**src/rtl/spi_gyro_responder.sv**
```systemverilog
// spi_gyro_responder
//   SPI mode-3 slave standing in for the L3G4200D gyro behind a PmodGYRO.
//   It decodes {RW, MS, A[5:0]} command bytes, serves WHO_AM_I, CTRL_REG1-5,
//   STATUS and the temperature/axis data registers, and reports every
//   committed CTRL register write on a one-clk strobe.
//   Sensor inputs are snapshotted at frame start, so a frame always reads
//   one coherent sample.
//
// Ports
//   clk, rst              system clock, synchronous active-high reset
//   ss, sclk, mosi        SPI inputs, asynchronous to clk
//   miso, miso_oe         SPI data out and its drive enable
//   temp_in, x_in..z_in   live sensor values
//   wr_strobe/addr/data   one-clk report of a committed register write
//   ctrl_reg1..5          current CTRL_REG1-5 contents
//   busy                  high while the frame FSM is not IDLE
module spi_gyro_responder #(
   parameter logic [7:0] WHO_AM_I_VAL = 8'hD3,
   parameter logic [7:0] CTRL1_RST    = 8'h07,
   parameter int         SYNC_STAGES  = 2
) (
   input  logic        clk,
   input  logic        rst,
   input  logic        ss,
   input  logic        sclk,
   input  logic        mosi,
   output logic        miso,
   output logic        miso_oe,
   input  logic [7:0]  temp_in,
   input  logic [15:0] x_in,
   input  logic [15:0] y_in,
   input  logic [15:0] z_in,
   output logic        wr_strobe,
   output logic [5:0]  wr_addr,
   output logic [7:0]  wr_data,
   output logic [7:0]  ctrl_reg1,
   output logic [7:0]  ctrl_reg2,
   output logic [7:0]  ctrl_reg3,
   output logic [7:0]  ctrl_reg4,
   output logic [7:0]  ctrl_reg5,
   output logic        busy
);

   typedef enum logic [1:0] {IDLE, ADDR, RDATA, WDATA} state_t;

   state_t state, state_n;

   logic [SYNC_STAGES-1:0] ss_sync, sclk_sync, mosi_sync;
   logic ss_s, sclk_s, mosi_s;
   logic ss_d, sclk_d;
   logic ss_rise, ss_fall, sclk_rise, sclk_fall;

   logic [2:0] bit_cnt;
   logic       byte_done;
   logic [7:0] rx_shift, rx_next;
   logic [7:0] tx_shift;
   logic [5:0] addr, addr_next;
   logic       ms;
   logic       lockout;

   logic [7:0]  temp_snap;
   logic [15:0] x_snap, y_snap, z_snap;

   // NOTE: synchronizer and edge-detect flops are deliberately not reset:
   // the reset path needs the true level of ss to decide on lockout, and a
   // reset value would fake an edge on release.
   always_ff @(posedge clk) begin
      ss_sync   <= {ss_sync[SYNC_STAGES-2:0], ss};
      sclk_sync <= {sclk_sync[SYNC_STAGES-2:0], sclk};
      mosi_sync <= {mosi_sync[SYNC_STAGES-2:0], mosi};
      ss_d      <= ss_s;
      sclk_d    <= sclk_s;
   end

   assign ss_s   = ss_sync[SYNC_STAGES-1];
   assign sclk_s = sclk_sync[SYNC_STAGES-1];
   assign mosi_s = mosi_sync[SYNC_STAGES-1];

   assign ss_rise   = ss_s & ~ss_d;
   assign ss_fall   = ~ss_s & ss_d;
   // A deselect in the same clk as an sclk edge wins: the edge is dropped.
   assign sclk_rise = sclk_s & ~sclk_d & ~ss_rise;
   assign sclk_fall = ~sclk_s & sclk_d & ~ss_rise;

   assign byte_done = (bit_cnt == 3'd7);
   assign rx_next   = {rx_shift[6:0], mosi_s};
   assign addr_next = ms ? addr + 6'd1 : addr;
   assign busy      = (state != IDLE);

   function automatic logic [7:0] reg_read(input logic [5:0] a);
      case (a)
         6'h0F:   return WHO_AM_I_VAL;
         6'h20:   return ctrl_reg1;
         6'h21:   return ctrl_reg2;
         6'h22:   return ctrl_reg3;
         6'h23:   return ctrl_reg4;
         6'h24:   return ctrl_reg5;
         6'h26:   return temp_snap;
         6'h27:   return 8'h0F;
         6'h28:   return x_snap[7:0];
         6'h29:   return x_snap[15:8];
         6'h2A:   return y_snap[7:0];
         6'h2B:   return y_snap[15:8];
         6'h2C:   return z_snap[7:0];
         6'h2D:   return z_snap[15:8];
         default: return 8'h00;
      endcase
   endfunction

   // NOTE: state registers use non-blocking assignments so every flop sees
   // the pre-edge values of the others, regardless of statement order.
   always_ff @(posedge clk) begin
      if (rst) state <= IDLE;
      else     state <= state_n;
   end

   // NOTE: state_n takes its default before the case so no path leaves it
   // unassigned, which would otherwise infer a latch.
   always_comb begin
      state_n = state;
      if (ss_rise) begin
         state_n = IDLE;
      end else begin
         case (state)
            IDLE:  if (ss_fall && !lockout) state_n = ADDR;
            ADDR:  if (sclk_rise && byte_done) state_n = rx_next[7] ? RDATA : WDATA;
            RDATA: state_n = RDATA;
            WDATA: state_n = WDATA;
            default: state_n = IDLE;
         endcase
      end
   end

   always_ff @(posedge clk) begin
      if (rst) begin
         miso      <= 1'b0;
         miso_oe   <= 1'b0;
         wr_strobe <= 1'b0;
         wr_addr   <= '0;
         wr_data   <= '0;
         ctrl_reg1 <= CTRL1_RST;
         ctrl_reg2 <= '0;
         ctrl_reg3 <= '0;
         ctrl_reg4 <= '0;
         ctrl_reg5 <= '0;
         temp_snap <= '0;
         x_snap    <= '0;
         y_snap    <= '0;
         z_snap    <= '0;
         bit_cnt   <= '0;
         rx_shift  <= '0;
         tx_shift  <= '0;
         addr      <= '0;
         ms        <= 1'b0;
         // A reset landing inside a frame must not let the rest of that
         // frame be decoded from the middle.
         lockout   <= ~ss_s;
      end else begin
         wr_strobe <= 1'b0;
         if (ss_rise) begin
            miso    <= 1'b0;
            miso_oe <= 1'b0;
            lockout <= 1'b0;
            bit_cnt <= '0;
         end else begin
            case (state)
               IDLE: begin
                  if (ss_fall && !lockout) begin
                     temp_snap <= temp_in;
                     x_snap    <= x_in;
                     y_snap    <= y_in;
                     z_snap    <= z_in;
                     bit_cnt   <= '0;
                     miso      <= 1'b0;
                     miso_oe   <= 1'b1;
                  end
               end
               ADDR: begin
                  if (sclk_rise) begin
                     rx_shift <= rx_next;
                     bit_cnt  <= bit_cnt + 3'd1;
                     if (byte_done) begin
                        ms       <= rx_next[6];
                        addr     <= rx_next[5:0];
                        tx_shift <= reg_read(rx_next[5:0]);
                     end
                  end
               end
               RDATA: begin
                  if (sclk_fall) begin
                     miso    <= tx_shift[7];
                     bit_cnt <= bit_cnt + 3'd1;
                     if (byte_done) begin
                        addr     <= addr_next;
                        tx_shift <= reg_read(addr_next);
                     end else begin
                        tx_shift <= {tx_shift[6:0], 1'b0};
                     end
                  end
               end
               WDATA: begin
                  if (sclk_rise) begin
                     rx_shift <= rx_next;
                     bit_cnt  <= bit_cnt + 3'd1;
                     if (byte_done) begin
                        if (addr >= 6'h20 && addr <= 6'h24) begin
                           case (addr)
                              6'h20:   ctrl_reg1 <= rx_next;
                              6'h21:   ctrl_reg2 <= rx_next;
                              6'h22:   ctrl_reg3 <= rx_next;
                              6'h23:   ctrl_reg4 <= rx_next;
                              default: ctrl_reg5 <= rx_next;
                           endcase
                           wr_strobe <= 1'b1;
                           wr_addr   <= addr;
                           wr_data   <= rx_next;
                        end
                        addr <= addr_next;
                     end
                  end
               end
               default: ;
            endcase
         end
      end
   end

endmodule

```
**config.mk**
```make
export PLATFORM = sky130hd
export DESIGN_NAME = spi_gyro_responder
export DESIGN_NICKNAME = d
export VERILOG_FILES = /design/src/rtl/spi_gyro_responder.sv
export SDC_FILE = /design/constraint.sdc
export NUM_CORES = 1
export LEC_CHECK = 0
export BUFFER_PORTS_ARGS = -buffer_cell sky130_fd_sc_hd__buf_2
export CAP_MARGIN = 20
export CORE_AREA = 2 2 138 126
export DETAILED_ROUTE_END_ITERATION = 7
export DIE_AREA = 0 0 140 128
export HOLD_SLACK_MARGIN = 0.06
export PLACE_DENSITY = 0.71
export RECOVER_POWER = 100
export SLEW_MARGIN = 20
export SYNTH_ARGS = -nofsm -noshare
export SYNTH_HDL_FRONTEND = slang
export SYNTH_SLANG_ARGS = --single-unit
```
**constraint.sdc**
```tcl
create_clock -name clk -period 2.8 [get_ports clk]
set_input_delay 0.14 -clock clk [delete_from_list [all_inputs] [get_ports clk]]
set_output_delay 0.14 -clock clk [all_outputs]
set_load 0.1 [all_outputs]
```
== Yosys cells after proc, flatten, opt, wreduce, memory -nomap -nowiden ==
Cells that the tools add are included.
Storage, ports and cells
  output and inout port bits: 58
  word-level logic and storage cells: 145
  input port bits: 61
  register bits after elaboration: 149
Cells by class
  equality and inequality tests: 43
  order comparisons: 2
  bitwise gates (word level): 15
  reductions and logical operators: 29
  add/subtract/negate cells: 2
  muxes and demuxes: 28
Operators by type and width (number)
  $pmux W8 S14: 2
  $eq A6 B6 Y1 const B: 30
  $mux W6: 6
  $reduce_and A6 Y1: 6
  $mux W8: 4
  $pmux W6 S3: 1
  $pmux W8 S2: 1
  $eq A6 B4 Y1 const B: 2
  $ne A2 B2 Y1 const B: 6
  $reduce_and A3 Y1: 4
  $reduce_and A5 Y1: 2
  $mux W3: 3
  $not A1 Y1: 9
  $pmux W3 S3: 1
  $pmux W2 S4: 1
  $reduce_bool A2 Y1: 4
  $add A6 B1 Y6 const B: 1
  $and A1 B1 Y1: 6
  $ge A6 B6 Y1 const B: 1
  $le A6 B6 Y1 const B: 1
  $mux W1: 6
  $reduce_or A5 Y1: 1
  $eq A2 B2 Y1 const B: 2
  $mux W2: 2
  13 further kinds: 17

== Depth between registers and ports, before layout ==
  word-level depth: 7
  mapped depth: 14
  depth with buffers taken out: 9

== Worst setup path after synthesis ==
No wires, ideal clock.
  path type: register to register
  start point: reg addr[0]
  end point: reg tx_shift[3]
  arrival time: 2.821 ns
  library setup time: 0.142 ns
  cell stages (with the launch flop): 15
  required time: 2.658 ns
  path buffers: 5
  setup slack: -0.163 ns
  clock period less this slack: 2.963 ns
  cells stage by stage: dfxtp_1 -> buf_4 -> buf_6 -> buf_2 -> inv_1 -> ha_1 -> clkbuf_1 -> nor3b_1 -> or2_1 -> and2_4 -> and2_0 -> clkbuf_1 -> a221o_1 -> o31ai_1 -> a311oi_1
Between the ends
  word-level cells in the longest chain between the ends: 7
  elaborated cells between the ends (all ways): 20
  those cells by class: add/sub: 1; eq/ne: 14; mux: 5
RTL lines
  start: declaration: RTL line 57  | logic [5:0] addr, addr_next;
  start signal: assignment: RTL line 184  | addr <= rx_next[5:0];
  start signal: assignment: RTL line 194  | addr <= addr_next;
  start signal: assignment: RTL line 218  | addr <= addr_next;
  $add A6 B1 Y6: RTL line 87  | assign addr_next = ms ? addr + 6'd1 : addr;
  $mux W6 *: RTL line 87
  $eq A6 B6 Y1 or $eq A6 B4 Y1 (tied branches): RTL line 91  | case (a)
  $pmux W8 S14 *: RTL line 91
  $mux W8 *: RTL line 193  | if (byte_done) begin
  $mux W8 *: RTL line 190  | if (sclk_fall) begin
  $pmux W8 S2 *: RTL line 166  | case (state)
  end signal: assignment: RTL line 185  | tx_shift <= reg_read(rx_next[5:0]);
  end signal: assignment: RTL line 195  | tx_shift <= reg_read(addr_next);
  end signal: assignment: RTL line 197  | tx_shift <= {tx_shift[6:0], 1'b0};
  end: declaration: RTL line 56  | logic [7:0] tx_shift;
Every way passes the cells marked *; elsewhere a longest branch is shown, timed or not. The select of a mux whose other input is x is not followed.
A chain may end at the register's enable or synchronous reset.

== Worst setup path in the final report ==
  start point: reg addr[1]
  end point: reg tx_shift[3]
Same word-level chain as after synthesis.

==> metrics.md <==
| Metric | Value |
|---|---|
| Sequential share of the synthesized area | 0.370 |
| Failing checks | design-rule violations |
| Top_reg_cell synth | dfxtp_1 |
| Mapped cell area | 8100 sq um |
| Gr busiest metal | met2 |
| Num ports | 119 |
| Final instance area | 10200 sq um |
| Antenna violations before repair | 0 |
| Clk Latency, worst-skew pair | 0.43 ns |
| Worst slack, placed | 0.0935 ns |
| Global Route Usage Sum | 0.327 |
| Critical path origin | addr[1] |
| Pin count of the biggest net entering global routing | 65 |
| # diodes | 0 |
| Clk sink count | 149 |
| Critical path's slowest cell | dfxtp_1 |
| Cell family with most CP delay | compound AO/OA/AOI/OAI gates |
| Final Hold Vio Count | 0 |
| Synthesized area per cell | 8.46 sq um |
| Layout cells sized above 1 | 0.177 |
| Routability cong. | 0.975 |
| Met3 usage in global routing | 0.0650 |
| Vias in the first global route | 7755 |
| Critical path, cell by cell | ha_1 -> and2_1 -> clkbuf_1 -> a22oi_2 -> nand2_2 -> and2_1 -> a221o_1 -> o31ai_1 -> a311oi_1 |
| Grt total ovfl | 0 |
| Worst min path class | in -> reg |
| Crit-path most repeated cell | and2_1 |
| Setup TNS | 0 ns |
| Critical hold path startpoint | rst |
| Final period util | 0.943 |
| GR Util met1 | 0.421 |
| Die area | 17900 sq um |
| Layout area overhead | 26.2% |
| Ys Warns | 0 |
| Max Fclk | 379 MHz |
| Port bufs | 118 |
| CP endpoint kind | flip-flop |
| Setup violators final | 0 |
| Clock tree buffer depth | 2 |
| Pwr Density | 460 nW/um^2 |
| Core area | 16600 sq um |
| Area after DPL | 9100 sq um |
| Fill count | 1489 |
| Min Tclk post-route | 2.64 ns |
| Worst-margin pin slew | 1.19 ns |
| Leakage power | 3.62 nW |
| Rows | 45 |
| Worst IR Drop VDD | 0.000372 V |
| Nets | 1211 |
| Initial Util | 0.487 |
| RSZ-0062 raised after global routing | no |
| CP Max Fanout | 7 |
| Drt pass-1 iters | 8 |
| Critical path arrival | 2.94 ns |
| Startpoint types | flip-flop |
| EDFF count, synth | 1 |
| Initial drt markers | 705 |
| CP peak stage delay | 0.36 ns |
| Async SR Flop Fraction | 0 |
| Crit Reg-Reg Startpoint | addr[1] |
| Slew margin rel. | 0.213 |
| Outcome | complete, but fails checks |
| Routed vias | 8245 |
| CTS Buf Count | 17 |
| Detailed-route vias per instance | 6.03 |
| Kind of critical path | reg -> reg |
| Final Util | 0.615 |
| Cells after Synth | 957 |
| Die X | 140 microns |
| CTS tree | built |
| Clock Pin Slew Worst Setup and Hold Paths | 0.06 ns |
| Post-route ant nets | 0 |
| Slew Viols, Final | 0 |
| First-pass GRT wire length | 44700 microns |
| Post-Syn Nets | 1024 |
| Clk_skew | 0.00801 ns |
| Yosys reg bits | 149 |
| CP bufs+invs | 1 |
| Final Worst Setup Slack | 0.159 ns |
| Max-Cap Viols | 0 |
| Worst Path Required | 3.09 ns |
| Clock Tree Root | clkbuf_16 |
| Yosys cell types | 92 |
| Total Wirelength | 29300 microns |
| Drt drc | 3 |
| Post-DP HPWL | 21200 microns |
| Htree depth | 4 |
| Chip Height | 128 microns |
| Met2 Usage GRT | 0.535 |
| Drt wl/cell | 21.4 microns |
registers in the layout, indices dropped and copies added (netlist names), 2 cells and up:
name,cells
wr_addr,6
x_snap,16
ctrl_reg2,8
addr,6
y_snap,16
sclk_sync,2
ctrl_reg1,8
ctrl_reg3,8
ctrl_reg5,8
bit_cnt,3
ctrl_reg4,8
mosi_sync,2
z_snap,16
ss_sync,2
rx_shift,7
state,2
temp_snap,8
wr_data,8
tx_shift,8
through the flow:
stage | std cells | hold slack (ns) | total power [mW]
CTS | 1364 | 0.175 | 4.71
floorplan | 957 | 0.168 | 2.35
detailed placement | 1273 | 0.244 | 2.45
global route | 1368 | 0.186 | 4.85
finish | 1368 | 0.170 | 4.70
global placement | 1273 | 0.244 | 2.45
path summary, 6_finish.rpt:
path / endpoint / slack, ns / cells past startpoint
setup / recovery: tx_shift[3] / 0.16 / 9
hold / removal: addr[5] / 0.17 / 2
setup reg to reg: tx_shift[3] / 0.16 / 9
hold reg to reg: sclk_sync[1] / 0.33 / 0
routing by layer:
metal,share of wire,vias to the layer above
met5,0,-
met4,0.041,0
met3,0.065,81
met2,0.47,390
met1,0.42,3919
li1,-,3855
placed cells by master (no fill, tap or decap), types with 4 or more instances in the layout:
cell | netlist | routed
nand2_1 | 146 | 147
dfxtp_1 | 148 | 146
nor2_1 | 104 | 104
a21oi_1 | 80 | 80
mux2i_1 | 75 | 75
clkbuf_1 | 39 | 63
dlygate4sd3_1 | 0 | 59
buf_2 | 22 | 59
buf_4 | 7 | 58
a22oi_1 | 24 | 24
nand3_1 | 23 | 23
o21ai_0 | 24 | 23
clkbuf_16 | 0 | 17
nor2b_1 | 14 | 14
a32oi_1 | 13 | 13
and3_1 | 12 | 12
a221oi_1 | 12 | 12
inv_1 | 10 | 10
nor3_1 | 9 | 9
and2_1 | 8 | 9
nand4_1 | 9 | 9
a211oi_1 | 9 | 9
a221o_1 | 9 | 9
nand2b_1 | 8 | 8
a22o_1 | 8 | 8
nor3b_1 | 8 | 7
o22ai_1 | 7 | 7
o31ai_1 | 6 | 6
inv_6 | 0 | 6
a31oi_1 | 5 | 5
mux4_2 | 5 | 5
ha_1 | 6 | 5
nand3b_1 | 4 | 4
o2bb2ai_1 | 4 | 4
a222oi_1 | 4 | 4
clkinvlp_4 | 0 | 4
what timing repair did:
| item | in CTS | in global routing |
|---|---|---|
| hold endpoints to repair | 59 | 0 |
| endpoints found under the setup margin | 0 | 7 |
| setup buffers | 0 | 4 |
| gates resized for setup | 0 | 11 |
| hold buffers | 59 | 0 |
cell type report:
type                            instances  area, sq um  share of cell area
Timing Repair Buffer                  246         1640               0.161
Tap cell                              211          264              0.0259
Inverter                               12         45.0             0.00441
Clock inverter                         14          141              0.0138
Multi-Input combinational cell        718         4690               0.459
Sequential cell                       149         3000               0.294
Clock buffer                           18          429              0.0420
cell families after synthesis:
group / share of synthesized area
flops: 0.370
buf+inv: 0.0549
compound gates: 0.229
simple gates: 0.227
xor+xnor: 0.00216
fa+ha+maj: 0.00927
mux: 0.108
cells in the mapped netlist (3+ instances only):
| library cell | n | area (sq um) |
|---|---|---|
| nand3_1 | 23 | 115 |
| and4b_1 | 3 | 30.0 |
| and2_1 | 8 | 50.1 |
| o31ai_1 | 6 | 45.0 |
| inv_1 | 10 | 37.5 |
| and3_1 | 12 | 75.1 |
| mux4_2 | 5 | 113 |
| clkbuf_1 | 39 | 146 |
| a22oi_1 | 24 | 180 |
| a31oi_1 | 5 | 31.3 |
| a21oi_1 | 80 | 400 |
| buf_2 | 22 | 110 |
| nor2_1 | 104 | 390 |
| a221oi_1 | 12 | 105 |
| buf_6 | 7 | 78.8 |
| o2bb2ai_1 | 4 | 35.0 |
| dfxtp_1 | 148 | 2960 |
| buf_4 | 7 | 52.6 |
| ha_1 | 6 | 75.1 |
| nand4_1 | 9 | 56.3 |
| nand2_2 | 3 | 18.8 |
| nor3b_1 | 8 | 60.1 |
| a221o_1 | 9 | 90.1 |
| o21ai_0 | 24 | 120 |
| mux2i_1 | 75 | 751 |
| nand3b_1 | 4 | 30.0 |
| nor3_1 | 9 | 45.0 |
| o22ai_1 | 7 | 43.8 |
| nand2b_1 | 8 | 50.1 |
| a211oi_1 | 9 | 67.6 |
| buf_1 | 3 | 11.3 |
| a222oi_1 | 4 | 40.0 |
| a32oi_1 | 13 | 114 |
| a211o_1 | 3 | 26.3 |
| a22o_1 | 8 | 70.1 |
| nand2_1 | 146 | 548 |
| nor2b_1 | 14 | 87.6 |
report_power, final:
part           internal [mW]  total [mW]  switching [mW]
Sequential              2.16        2.22          0.0572
Clock                   1.25        2.22           0.976
Combinational          0.123       0.254           0.131
(Power assumes the default switching activity.)
